File: src/rtl/quad_input_filter.sv
// Quadrature input conditioner: synchronizes raw A/B, accepts a new {a,b} only after it
// has held for FILT_LEN sampled cycles, and flags single-bit steps and illegal double-bit jumps.
module quad_input_filter #(
    parameter int unsigned FILT_LEN = 4
) (
    input  logic        clk,
    input  logic        rst,
    input  logic        a_raw,
    input  logic        b_raw,
    input  logic        err_clr,
    output logic        a,
    output logic        b,
    output logic        step,
    output logic        err,
    output logic [15:0] err_count
);

    localparam logic [7:0] FILT_LEN_C = 8'(FILT_LEN);

    // Classifies an accepted transition: bit 1 = single-bit step, bit 0 = double-bit error.
    function automatic logic [1:0] classify_change(input logic [1:0] old_v, input logic [1:0] new_v);
        logic [1:0] res;
        case (old_v ^ new_v)
            2'b01, 2'b10: res = 2'b10;
            2'b11:        res = 2'b01;
            default:      res = 2'b00;
        endcase
        return res;
    endfunction

    logic [1:0]  sync1_r;
    logic [1:0]  samp_r;
    logic [1:0]  cand_r;
    logic [7:0]  cnt_r;
    logic [1:0]  out_r;
    logic        step_r;
    logic        err_r;
    logic [15:0] err_count_r;

    logic [1:0]  cand_n_s;
    logic [7:0]  cnt_n_s;
    logic [7:0]  run_s;
    logic [1:0]  out_n_s;
    logic        step_n_s;
    logic        err_n_s;

    // Two-flop synchronizer for the asynchronous encoder channels.
    always_ff @(posedge clk or negedge rst) begin
        if (!rst) begin
            sync1_r <= 2'b00;
            samp_r  <= 2'b00;
        end else begin
            sync1_r <= {a_raw, b_raw};
            samp_r  <= sync1_r;
        end
    end

    // Stability filter: counts how long a differing sample has held before accepting it.
    always_comb begin
        cand_n_s = cand_r;
        cnt_n_s  = cnt_r;
        run_s    = 8'd0;
        out_n_s  = out_r;
        step_n_s = 1'b0;
        err_n_s  = 1'b0;
        if (samp_r == out_r) begin
            cnt_n_s = 8'd0;
        end else begin
            if (samp_r == cand_r) begin
                run_s = (cnt_r == 8'hFF) ? 8'hFF : cnt_r + 8'd1;
            end else begin
                run_s = 8'd1;
            end
            cand_n_s = samp_r;
            if (run_s >= FILT_LEN_C) begin
                out_n_s               = samp_r;
                cnt_n_s               = 8'd0;
                {step_n_s, err_n_s}   = classify_change(out_r, samp_r);
            end else begin
                cnt_n_s = run_s;
            end
        end
    end

    // Filter state and registered outputs.
    always_ff @(posedge clk or negedge rst) begin
        if (!rst) begin
            cand_r <= 2'b00;
            cnt_r  <= 8'd0;
            out_r  <= 2'b00;
            step_r <= 1'b0;
            err_r  <= 1'b0;
        end else begin
            cand_r <= cand_n_s;
            cnt_r  <= cnt_n_s;
            out_r  <= out_n_s;
            step_r <= step_n_s;
            err_r  <= err_n_s;
        end
    end

    // Saturating error counter; clear wins over a coincident increment.
    always_ff @(posedge clk or negedge rst) begin
        if (!rst) begin
            err_count_r <= 16'd0;
        end else if (err_clr) begin
            err_count_r <= 16'd0;
        end else if (err_n_s && (err_count_r != 16'hFFFF)) begin
            err_count_r <= err_count_r + 16'd1;
        end else begin
            err_count_r <= err_count_r;
        end
    end

    assign a         = out_r[1];
    assign b         = out_r[0];
    assign step      = step_r;
    assign err       = err_r;
    assign err_count = err_count_r;

endmodule

File: config.mk
export PLATFORM = sky130hd
export DESIGN_NAME = quad_input_filter
export DESIGN_NICKNAME = d
export VERILOG_FILES = /design/src/rtl/quad_input_filter.sv
export SDC_FILE = /design/constraint.sdc
export NUM_CORES = 1
export LEC_CHECK = 0
export BUFFER_PORTS_ARGS = -buffer_cell sky130_fd_sc_hd__buf_4
export CAP_MARGIN = 5
export CELL_PAD_IN_SITES_DETAIL_PLACEMENT = 1
export CELL_PAD_IN_SITES_GLOBAL_PLACEMENT = 1
export CORE_MARGIN = 1.5
export CORE_UTILIZATION = 40
export DETAILED_ROUTE_END_ITERATION = 7
export PLACE_DENSITY = 0.79
export SLEW_MARGIN = 40
export SYNTH_ARGS = -nofsm -noshare
export SYNTH_HDL_FRONTEND = slang
export SYNTH_SLANG_ARGS = --single-unit
File: constraint.sdc
create_clock -name clk -period 2 [get_ports clk]
set_input_delay 0.1 -clock clk [delete_from_list [all_inputs] [get_ports clk]]
set_output_delay 0.1 -clock clk [all_outputs]
set_load 0.02 [all_outputs]
; ---- Yosys cells after proc, flatten, opt, wreduce, memory -nomap -nowiden
; Cells that the tools add are included.
[totals]
regBits = 34
mem_bits_rw = 0
elab_cells = 36
out_inout_bits = 20
latchBits = 0
mem_bits_ro = 0
input_bits = 5
n_memories = 0
[classes]
n_bitwise = 2
mul = 0
mux = 12
addsub = 2
order_cmp = 1
eq_ne = 7
n_div = 0
reduce_logical = 4
shift = 0
[ops]
columns = cell, n
row1 = 8-bit two-way mux, 5
row2 = 16-bit two-way mux, 2
row3 = 16-bit by 1-bit adder with 16-bit output (second input constant), 1
row4 = 16-bit inequality test (second input constant), 1
row5 = 8-bit by 1-bit adder with 8-bit output (second input constant), 1
row6 = 8-bit equality test (second input constant), 1
row7 = 8-bit by 3-bit >= comparator with 1-bit output (second input constant), 1
row8 = 2-bit equality test, 2
row9 = 2-bit equality test (second input constant), 2
row10 = 1-bit two-way mux, 4
row11 = 2-bit case mux with 2 select lines, 1
row12 = 2-bit by 1-bit equality test with 1-bit output (second input constant), 1
row13 = 2-bit AND reduction, 1
row14 = 2-bit nonzero test, 1
row15 = 2-bit OR reduction, 1
row16 = 2-bit bitwise XOR, 1
row17 = 1-bit logical AND, 1
row18 = 1-bit inverter, 1

; ---- Depth between registers and ports, before layout
; Gate-level depths: netlist of run 1.
[logic_depth]
word_depth = 10
depth_mapped = 8
depth_no_buf = 7

; ---- Least setup slack after synthesis of run 1
; Ideal clock, no wire load.
[synth_timing]
path_kind = flip-flop to flip-flop
startpoint = reg out_r[0]
endpoint = reg err_count_r[13] (netlist: err_count[13])
arrival_ps = 2062
slack_ps = -140
path_stages_with_launch = 9
setup_ps = 78
synth_period_minus_slack_ps = 2140
path_cell_list = dfrtp_1 > xor2_1 > inv_1 > ha_1 > nor3_4 > nand2_2 > buf_6 > or4_1 > a21oi_1
[synth_via]
elab_chain_cells = 8
elab_cells_between_ends = 11
[synth_lines]
columns = element, line
row1 = from (decl), 35  ; logic [1:0] out_r;
row2 = from (signal assigned), 96  ; out_r <= out_n_s;
row3 = 2-bit bitwise XOR, 23  ; case (old_v ^ new_v)
row4 = 2-bit by 1-bit equality test with 1-bit output / 2-bit equality test (equally long branches), 23
row5 = 2-bit OR reduction, 23
row6 = 2-bit case mux with 2 select lines, 23
row7 = 1-bit two-way mux, 75  ; if (run_s >= FILT_LEN_C) begin
row8 = 1-bit two-way mux (*), 66  ; if (samp_r == out_r) begin
row9 = 1-bit logical AND (*), 108  ; end else if (err_n_s && (err_count_r != 16'hFFFF)) begin
row10 = 2-bit nonzero test (no line) (*), --
row11 = to (signal assigned), 109  ; err_count_r <= err_count_r + 16'd1;
row12 = to (signal assigned), 111  ; err_count_r <= err_count_r;
row13 = to (decl), 38  ; logic [15:0] err_count_r;
; Mark *: on every way between the ends. The rest lies on a longest branch, timed or not.
; A chain may end at the register's enable or synchronous reset.

; ---- Worst setup path in the final report of run 1
[layout_timing]
startpoint = reg samp_r[1]
endpoint = reg err_count_r[10] (netlist: err_count[10])
[layout_via]
elab_chain_cells = 8
elab_cells_between_ends = 15
[layout_lines]
columns = element, line
row1 = from (decl), 32  ; logic [1:0] samp_r;
row2 = from (signal assigned), 54  ; samp_r <= sync1_r;
row3 = 2-bit equality test / 2-bit bitwise XOR (equally long branches), "69, 23"
row4 = 8-bit two-way mux (tied with other cells), 69  ; if (samp_r == cand_r) begin
row5 = 8-bit two-way mux / 2-bit OR reduction (equally long branches), "66, 23"
row6 = 8-bit by 3-bit >= comparator with 1-bit output / 2-bit case mux with 2 select lines (equally long branches), "75, 23"
row7 = 1-bit two-way mux, 75
row8 = 1-bit two-way mux (*), 66
row9 = 1-bit logical AND (*), 108
row10 = 2-bit nonzero test (no line) (*), --
; Mark *: on every way between the ends. The rest lies on a longest branch, timed or not. The select of a mux whose other input is x is not followed.

==> results.md, run 1 <==
* Full die area at 4727 sq um
* Mapped Avg Cell Area at 10.74 sq um
* Worst Reg-to-Reg Cells at 8
* Pins Over Slew Limit at 0
* Critical Path AT at 2.38 ns
* Via count at roughly 1700
* Gate power share at between 40 and 50%
* Crit Path Class: reg2reg
* Seq cells post-synth at 34
* Ports at 25
* Syn-to-layout area delta at 51.74%
* PortBufs at 24
* Fill cells at 436
* DR iter-0 viols at 107
* TritonCTS Sinks at 34
* Hold Crit Class: in2reg
* Pleak at 1.111 nW
* Die height at roughly 69 um
* Distinct cell type count of the synthesized netlist at 38
* F_max at roughly 0.46 GHz
* Routed WL per cell at 23.11 um
* Fin crit period at 2.177 ns
* Pin count of the biggest net entering global routing at 35
* First-pass GRT wire length at 8.597 mm
* Hold Crit Depth at 2
* Residual DRC at 0
* Chip width at 68.75 um
* Gr usage total at 25.37%
* R2R Setup Slk at -0.18 ns
* Antenna cells at 0
* Final count of negative-setup-slack endpoints at 18
* Power Density at 927.5 nW/um^2
* Pre-CTS WS at -0.1129 ns
* CTS Buffer Depth at 2
* Clk_skew at 0.005788 ns
* Register share of total power at 34.5%
* # rows at 23
* Yosys warnings at 0
* Most common cell after layout, fill and taps aside: buf_4
* TritonCTS clock tree: yes
* HP Start: err_clr
* Failing checks: setup timing
* Worst skew pair latency at slightly below 0.3 ns
* DP HPWL at 3.549 mm
* Fin crit share at 108.8%
* GRT overflow at 0
* Clock Power Share at 20.2%
* Vias per Instance at just under 6
* Most frequent cells in the layout: 55 x buf_4, 30 x dfrtp_1, 14 x nor2_1
* Final worst slack at -0.1768 ns
* Mapped Area at 1729 sq um
* Net Sw Frac at 35.54%
* Initial Util at 42.31%
* Layout Nets at 243
* Setup crit end kind: register
* Hold Crit Endpoint: err_count[4]
* VDD IR max at ~460 uV
* Clk root buf: clkbuf_8
* Result of the run: finished with violations
* RD Place Congestion at 0.8283
* DRT Pass-1 Iters at 4
* Antenna Violating Nets Remaining at 0
* Sequential area share after synthesis at 49.20%
* Initial antenna violation count at 0
* Worst Setup Start Kind: register
* Max-Cap Viols at 0
* CTS H-tree depth at 2
* Final number of hold-violating endpoints at 0
* Layout cells sized above 1 at 50.64%
* Core area at 4086 sq um
* Design Power at approximately 0.0024 W
* P_sw at around 0.00086 W
* Reg2reg end: err_count[10]
* RR Startpoint: samp_r[1]
* Routed WL at 6.587 mm
* CP Data Required Time at 2.20 ns
* CTS clock-pin slew for the worst setup and hold paths at 0.07 ns
* Vias in the first global route at approximately 1800
* CTS buffer count at 5
* Internal power at 0.001569 W
* Worst Path Max Fanout at 7
* RSZ-0062 raised after global routing: yes
* Syn Inst Count at 161
-- flip-flops by register name, indices dropped and copies added (netlist names) --
| name | count |
|---|---|
| cnt_r | 8 |
| samp_r | 2 |
| sync1_r | 2 |
| out_r | 2 |
| err_count | 16 |
| err | 1 |
| cand_r | 2 |
| step | 1 |
-- layout make-up --
class                   instances  area, sq um  share of cell area (%)
clock buffers                   8        80.08                   3.052
inverters                       4        15.01                  0.5722
multi-input cells             123         1046                   39.87
flip-flops and latches         34        855.8                   32.62
well taps                      50        62.56                   2.384
repair buffers                 66        564.3                   21.51
-- power groups by stage --
| stage | Clock (W) | Combinational (W) | Sequential [W] |
|---|---|---|---|
| after floorplan | 0 | 0.000349 | 0.000884 |
| after global placement | 0 | 0.000706 | 0.000826 |
| after detailed placement | 0 | 0.000751 | 0.000834 |
| after CTS | 0.000493 | 0.000941 | 0.000819 |
| after global routing | 0.000527 | 0.00117 | 0.000848 |
| final | 0.000492 | 0.00110 | 0.000840 |
-- what timing repair did --
item	4_1_cts	5_1_grt
gates resized for setup	18	29
hold buffers	3	0
setup endpoints to repair	18	18
pin swaps	4	15
gates cloned	1	1
hold endpoints to repair	36	0
setup buffers	7	6
-- cells by family after synthesis --
family / count (synthesis) / synth area share (%)
compound gates: 29 / 12.37
xor+xnor: 4 / 2.026
fa+ha+maj: 4 / 2.894
buf+inv: 10 / 3.545
flops: 34 / 49.20
mux: 9 / 6.005
other cells: 1 / 0.2169
simple gates: 70 / 23.73
-- how the worst max path moves through the flow --
| stage | from | to | slack (ns) | cells after the start |
|---|---|---|---|---|
| 6_report | samp_r[1] | err_count[10] | -0.18 | 8 |
| 5_1_grt | samp_r[1] | err_count[10] | -0.26 | 8 |
| 4_1_cts | samp_r[1] | err_count[15] | -0.04 | 9 |
| 3_5_place_dp | out_r[0] | err_count[6] | -0.11 | 7 |
| 3_3_place_gp | cnt_r[0] | err_count[9] | -0.04 | 7 |
| 2_1_floorplan | out_r[0] | err_count[13] | 0.003 | 8 |
-- synth_stat cells --
library cell | instances | area share [%]
and3_1 | 3 | 1.1
or4_4 | 1 | 0.65
o211ai_1 | 2 | 0.87
and2_1 | 1 | 0.36
a211oi_4 | 1 | 1.2
a22oi_2 | 1 | 0.72
or3_1 | 1 | 0.36
nand4_1 | 9 | 3.3
nand3_1 | 7 | 2.0
or4_1 | 10 | 4.3
nor2_1 | 16 | 3.5
nand2_2 | 1 | 0.36
nor2b_1 | 5 | 1.8
nor3_4 | 1 | 0.94
ha_1 | 4 | 2.9
nand2_1 | 6 | 1.3
inv_1 | 4 | 0.87
conb_1 | 1 | 0.22
o31ai_1 | 10 | 4.3
or4b_1 | 1 | 0.58
clkbuf_1 | 2 | 0.43
xor2_1 | 4 | 2.0
a21oi_1 | 12 | 3.5
mux2i_1 | 1 | 0.58
mux2_4 | 1 | 0.87
a31o_4 | 1 | 1.0
o21ai_1 | 1 | 0.29
and3_4 | 1 | 0.65
mux2_2 | 4 | 2.6
dfrtp_1 | 34 | 49
buf_6 | 3 | 2.0
o41ai_1 | 1 | 0.51
buf_2 | 1 | 0.29
nor3b_1 | 1 | 0.43
nand2b_1 | 3 | 1.1
mux2_1 | 3 | 2.0
nor3_1 | 1 | 0.29
nor4_1 | 2 | 0.72
-- worst max-delay path: stages (launching register included) --
cell and delay, ns:
dfrtp_1 0.41, xor2_1 0.23, inv_1 0.12, ha_4 0.18, nor3_4 0.11, buf_6 0.15, nand2_2 0.16, or4_1 0.53
a21oi_1 0.20
-- through the flow --
stage	hold slack, ns	util, %	TNS [ns]	area [sq um]	std cells
final	0.1592	64.21	-1.824	2624	285
after global routing	0.1636	64.21	-3.123	2624	285
after CTS	0.1286	59.06	-0.1297	2414	278
after detailed placement	0.07922	52.88	-1.014	2161	259
after global placement	0.06653	52.88	-0.05998	2161	259
after floorplan	-0.1956	-	0	1764	166
-- layer usage --
metal  global-route usage [%]  vias to the layer above  share of wire (%)
met5                        0                        -                  0
met4                    9.314                        0                3.1
met2                    47.96                       50                 55
met1                    27.55                      857                 38
li1                         -                      738                  -
met3                    5.357                       20                3.6
(Power assumes the default switching activity.)
==> run 2, diff against run 1 <==
--- a/config.mk
+++ b/config.mk
@@ -6,4 +6,5 @@
 export NUM_CORES = 1
 export LEC_CHECK = 0
+export ABC_AREA = 1
 export BUFFER_PORTS_ARGS = -buffer_cell sky130_fd_sc_hd__buf_4
 export CAP_MARGIN = 5
@@ -11,5 +12,5 @@
 export CELL_PAD_IN_SITES_GLOBAL_PLACEMENT = 1
 export CORE_MARGIN = 1.5
-export CORE_UTILIZATION = 40
+export CORE_UTILIZATION = 39
 export DETAILED_ROUTE_END_ITERATION = 7
 export PLACE_DENSITY = 0.79
==> constraint.sdc (replaced) <==
create_clock -name clk -period 2 [get_ports clk]
set_input_delay 0.1 -clock clk [delete_from_list [all_inputs] [get_ports clk]]
set_output_delay 0.1 -clock clk [all_outputs]
set_load 0.05 [all_outputs]
==> results.md, run 2 <==
* Result of the run: finished clean
* Fin crit period at 1.834 ns
* Via count at 1669
* Pin count of the biggest net entering global routing at 35
* Largest cells by area after synthesis: dfrtp_1 43%, nand2_1 10%, nand3_1 8.5%
* Layout Nets at just under 300
* Cell with the most instances after synthesis: nand2_1
* Async S/R FF share, synth at 100.0%
* Most frequent cells in the layout: 54 x nand2_1, 34 x nand3_1, 34 x dfrtp_1
* CTS H-tree depth at 2
* Mapped Avg Cell Area at 8.355 sq um
* Initial Util at 41.45%
* Clk_skew at between 0.005 and 0.006 ns
* Chip width at 74.56 um
* Vias per Instance at 4.769
* # rows at 25
* Synth area leader: dfrtp_1
* Share of the synthesized area in the top cell type at 42.61%
* Worst Setup Start Kind: register
* Met1 Use GR at between 20% and 30%
* Total placed cells including tap cells at 334
* Final number of hold-violating endpoints at 0
* R2R Setup Slk at 0.17 ns
* Pre-CTS WS at 0.06034 ns
* DR iter-0 viols at 63
* Distinct cell type count of the synthesized netlist at 29
* Met3 Use GR at under 10%
* DRT Pass-1 Iters at 4
* Most common cell after layout, fill and taps aside: nand2_1
* CTS clock-pin slew for the worst setup and hold paths at ~0.080 ns
* RD Place Congestion at 0.7909
* Ports at 25
* Antenna Violating Nets Remaining at 0
* Max reg flops at 16
* Residual DRC at 0
* Pins Over Slew Limit at 0
* Final Instance Area at roughly 2400 sq um
* Die height at around 75 um
* Worst Path Max Fanout at 8
* Post-synth EDFFs at 0
* CTS buffer count at 5
* Setup crit end kind: register
* PortBufs at 24
* Final std cells w/o fill at 350
* Synth Flop Type: dfrtp_1
* Power Density at 881.1 nW/um^2
* Layout cells sized above 1 at 24.73%
* CTS Buffer Depth at 2
* Core area at between 4000 and 5000 sq um
* F_max at 0.5454 GHz
* GRT overflow at 0
* Critical Path AT at 2.01 ns
* Routed WL at 4.806 mm
* Seq cells post-synth at 34
* Routed WL per cell at between 10 and 15 um
* Placement-stage cell area at ~2300 sq um
* Syn-to-layout area delta at 22.37%
* TritonCTS clock tree: yes
* Worst-case hold slack at 0.3079 ns
* Syn Inst Count at 239
* Max-Cap Viols at 0
* Grt met2 use at 31.15%
* Hold Crit Class: in2async
* Sequential area share after synthesis at 42.61%
* VDD IR max at 644.9 uV
* Yosys warnings at 0
* Crit Path Class: reg2reg
* First-pass GRT wire length at between 7 and 8 mm
* GRT busiest layer: met2
* Fin util at about half
* Worst skew pair latency at a little under 0.3 ns
* TritonCTS Sinks at 34
* Final count of negative-setup-slack endpoints at 0
* Vias in the first global route at 1663
* CP Data Required Time at about 2.2 ns
* Full die area at between 5000 and 6000 sq um
* Gr usage total at 18.97%
* DP HPWL at 3.373 mm
* Clk root buf: clkbuf_8
* Initial antenna violation count at 0
* Antenna cells at 0
* Final worst slack at 0.1665 ns
* Pleak at 1.311 nW
* Post-synth top cells: 54 x nand2_1, 34 x dfrtp_1, 34 x nand3_1
* Mapped Area at 1997 sq um
* Fin crit share at about 90%
-- run 2: changes by cell type after synthesis, sizes merged, moves of 10 or more --
cell   previous run  this run
nand2             7        57
nand3             7        45
inv               4        33
a21oi            12         0
or4              11         0
xor2              4        15
o31ai            10         0
-- run 2: layout make-up --
| type | count | area [sq um] |
|---|---|---|
| multi-input combinational | 172 | 1012 |
| timing repair buffer | 36 | 277.8 |
| clock inverter | 2 | 12.51 |
| inverter | 33 | 123.9 |
| clock buffer | 6 | 82.58 |
| sequential | 34 | 850.8 |
| tap | 67 | 83.83 |
| fill | 610 | 2374 |
-- run 2: timing repair --
action                                  in CTS  in global routing
endpoints found under the hold margin       36                  0
endpoints found under the setup margin       0                 16
buffers inserted                             0                  4
resized for setup                            0                  2
hold buffers                                 3                  0
-- run 2: logic make-up after synthesis --
| logic type | after synthesis | synth area share [%] |
|---|---|---|
| compound gates | 6 | 1.879 |
| xor+xnor | 18 | 7.895 |
| fa+ha+maj | 4 | 2.506 |
| buf+inv | 39 | 8.646 |
| flops | 34 | 42.61 |
| other cells | 1 | 0.1878 |
| simple gates | 137 | 36.28 |
-- run 2: per-stage QoR --
| stage | total power (W) | TNS (ns) |
|---|---|---|
| finish | 0.002153 | 0 |
| floorplan | 0.001389 | 0 |
| global placement | 0.001544 | 0 |
| global route | 0.002279 | -0.04805 |
| CTS | 0.002131 | 0 |
| detailed placement | 0.001577 | 0 |
-- run 2: worst paths after layout --
kind | startpoint | to | depth (start not counted)
min in group clk | err_clr | err_count[9] | 5
hold / removal | rst | cand_r[0] | 2
max in group asynchronous | rst | cnt_r[6] | 2
setup / recovery | cnt_r[1] | err_count[8] | 13
hold reg to reg | sync1_r[1] | samp_r[1] | 0
setup reg to reg | cnt_r[1] | err_count[8] | 13
-- run 2: critical path, stage by stage, from the launching register on --
cell     delay [ns]
dfrtp_1        0.41
ha_2           0.22
nand2_1        0.08
nor2_2         0.12
nand2_1        0.08
nand2_1        0.06
nand2_1        0.08
nor2_4         0.13
nand2_4        0.07
nand4_2        0.10
nor2_4         0.06
buf_4          0.16
nand3_1        0.08
nand2_1        0.07
-- run 2: power breakdown --
part	total, W	leakage, nW	internal, W	switching, W
registers	0.000833	0.439	0.000770	0.0000629
logic	0.000779	0.825	0.000259	0.000521
clock network	0.000540	0.0472	0.000277	0.000264
total	0.00215	1.31	0.00131	0.000847
-- run 2: metal layers --
layer / routed length, um / vias to the layer above
li1: - / 832
met1: 2222 / 811
met2: 2394 / 20
met3: 126 / 6
met4: 63 / 0
met5: 0 / -
==> run 3, diff against run 2 <==
Settings changed: CORE_MARGIN 1.5 to 1.
==> results.md, run 3 (synthesized netlist as in run 2, its figures left out) <==
* Result of the run: finished clean
* Reg2reg end: err_count[5]
* CTS H-tree depth at 2
* TritonCTS clock tree: yes
* TritonCTS Sinks at 34
* Max reg flops at 16
* Fill cells at 620
* Setup_tns at 0 ns
* CTS buffer count at 5
* Initial Util at 41.45%
* DRT Pass-1 Iters at 4
* Fin crit period at 1.843 ns
* Clk root buf: clkbuf_8
* Critical Path AT at 2.02 ns
* Vias per Instance at 4.765
* Final Instance Area at about 2400 sq um
* DP HPWL at 3.202 mm
* Most frequent CP cell: nand2_1
* Crit path buf inv count at 2
* Hold Crit Class: in2async
* CTS Buffer Depth at 2
* Final number of hold-violating endpoints at 0
* Die height at 73.56 um
* Max-Cap Viols at 0
* CTS clock-pin slew for the worst setup and hold paths at 0.07 ns
* Worst-case hold slack at 0.3097 ns
* Gr usage total at 18.35%
* Most frequent cells in the layout: 54 x nand2_1, 34 x nand3_1, 33 x dfrtp_1
* Worst Setup SP: cnt_r[0]
* Vias in the first global route at 1594
* R2R Setup Slk at 0.16 ns
* PortBufs at 24
* Layout cells sized above 1 at 23.38%
* CP delay by family, top: simple AND/OR/NAND/NOR gates
* Worst Reg-to-Reg Cells at 14
* # rows at 25
* Antenna Violating Nets Remaining at 0
* Worst skew pair latency at ~0.28 ns
* Pleak at between 1 and 1.5 nW
* Largest stage delay on the critical path at roughly 0.41 ns
* Met1 Use GR at 23.63%
* Routed WL at 4.521 mm
* Crit Path Class: reg2reg
* CP Data Required Time at 2.17 ns
* Grt met2 use at 30.38%
* Placement-stage cell area at 2246 sq um
* Syn-to-layout area delta at 21.12%
* Final count of negative-setup-slack endpoints at 0
* Fin crit share at 92.13%
* Ports at 25
* Routed WL per cell at 13.10 um
* Layout Nets at 286
* First-pass GRT wire length at 7.396 mm
* Initial antenna violation count at 0
* F_max at 0.5427 GHz
* Via count at ~1600
* Pin count of the biggest net entering global routing at 35
* RSZ-0062 raised after global routing: no
* VDD IR max at 507.8 uV
* DR iter-0 viols at 48
* Antenna cells at 0
* Chip width at around 74 um
* GRT busiest layer: met2
* Setup crit end kind: register
* Pins Over Slew Limit at 0
* GRT overflow at 0
* Power Density at approximately 880 nW/um^2
* Most common cell after layout, fill and taps aside: nand2_1
* Residual DRC at 0
* Met3 Use GR at 4.115%
* Slowest stage cell, crit path: dfrtp_1
* Worst Setup EP: err_count[5]
* RD Place Congestion at slightly above 0.8
* Worst Path Max Fanout at 10
* Clk_skew at ~0.0037 ns
* Worst path depth at 14
* Full die area at ~5400 sq um
* Ordered list of cells on the worst path: ha_2, nand2_1, inv_1, nor2_1, nor2_1, nand2_1, nor2_2, nand2_4, nand2_4, nor2_8, nand3_4, buf_12, nand3_1, nand2_1
* RR Startpoint: cnt_r[0]
* Worst Setup Start Kind: register
* Core area at 4817 sq um
==> run 3: power by group <==
group / total [W] / internal, W / switching, W
sequential: 0.000840 / 0.000771 / 0.0000689
combinational: 0.000765 / 0.000276 / 0.000489
clock: 0.000532 / 0.000278 / 0.000254
==> run 3: how the worst min path moves through the flow <==
| stage | start | to | depth (start not counted) |
|---|---|---|---|
| final | rst | err_count[12] | 2 |
| after global routing | rst | cnt_r[7] | 2 |
| after CTS | rst | err_count[15] | 2 |
| after detailed placement | rst | err_count[13] | 1 |
| after global placement | rst | err_count[13] | 1 |
| after floorplan | rst | cand_r[0] | 0 |
==> run 3: per-stage QoR <==
step	power [W]	cells	utilization, %	setup WS, ns
CTS	0.002106	342	49.14	0.04998
detailed placement	0.001553	331	46.62	0.07854
floorplan	0.001389	244	-	0.09178
global placement	0.001536	331	46.62	0.1445
finish	0.002137	345	50.21	0.1574
global route	0.002264	345	50.21	0.01511
==> run 3: timing repair <==
| action | in CTS | in global routing |
|---|---|---|
| setup buffers | 0 | 3 |
| hold buffers | 3 | 0 |
| resized for setup | 0 | 2 |
| endpoints found under the setup margin | 0 | 16 |
| endpoints found under the hold margin | 36 | 0 |
==> run 3: cell type report <==
type / instances / area (sq um) / share of cell area (%)
sequential: 34 / 852.1 / 35.23
inverter: 33 / 123.9 / 5.122
clock buffer: 7 / 86.33 / 3.570
clock inverter: 1 / 5.005 / 0.2069
timing repair buffer: 32 / 272.8 / 11.28
multi-input combinational: 171 / 994.7 / 41.13
tap: 67 / 83.83 / 3.466
==> run 3: per-layer routing <==
layer,vias to the layer above,part of all wire (%)
li1,821,-
met1,794,48
met2,21,48
met3,8,2.5
met4,0,1.7
met5,-,0
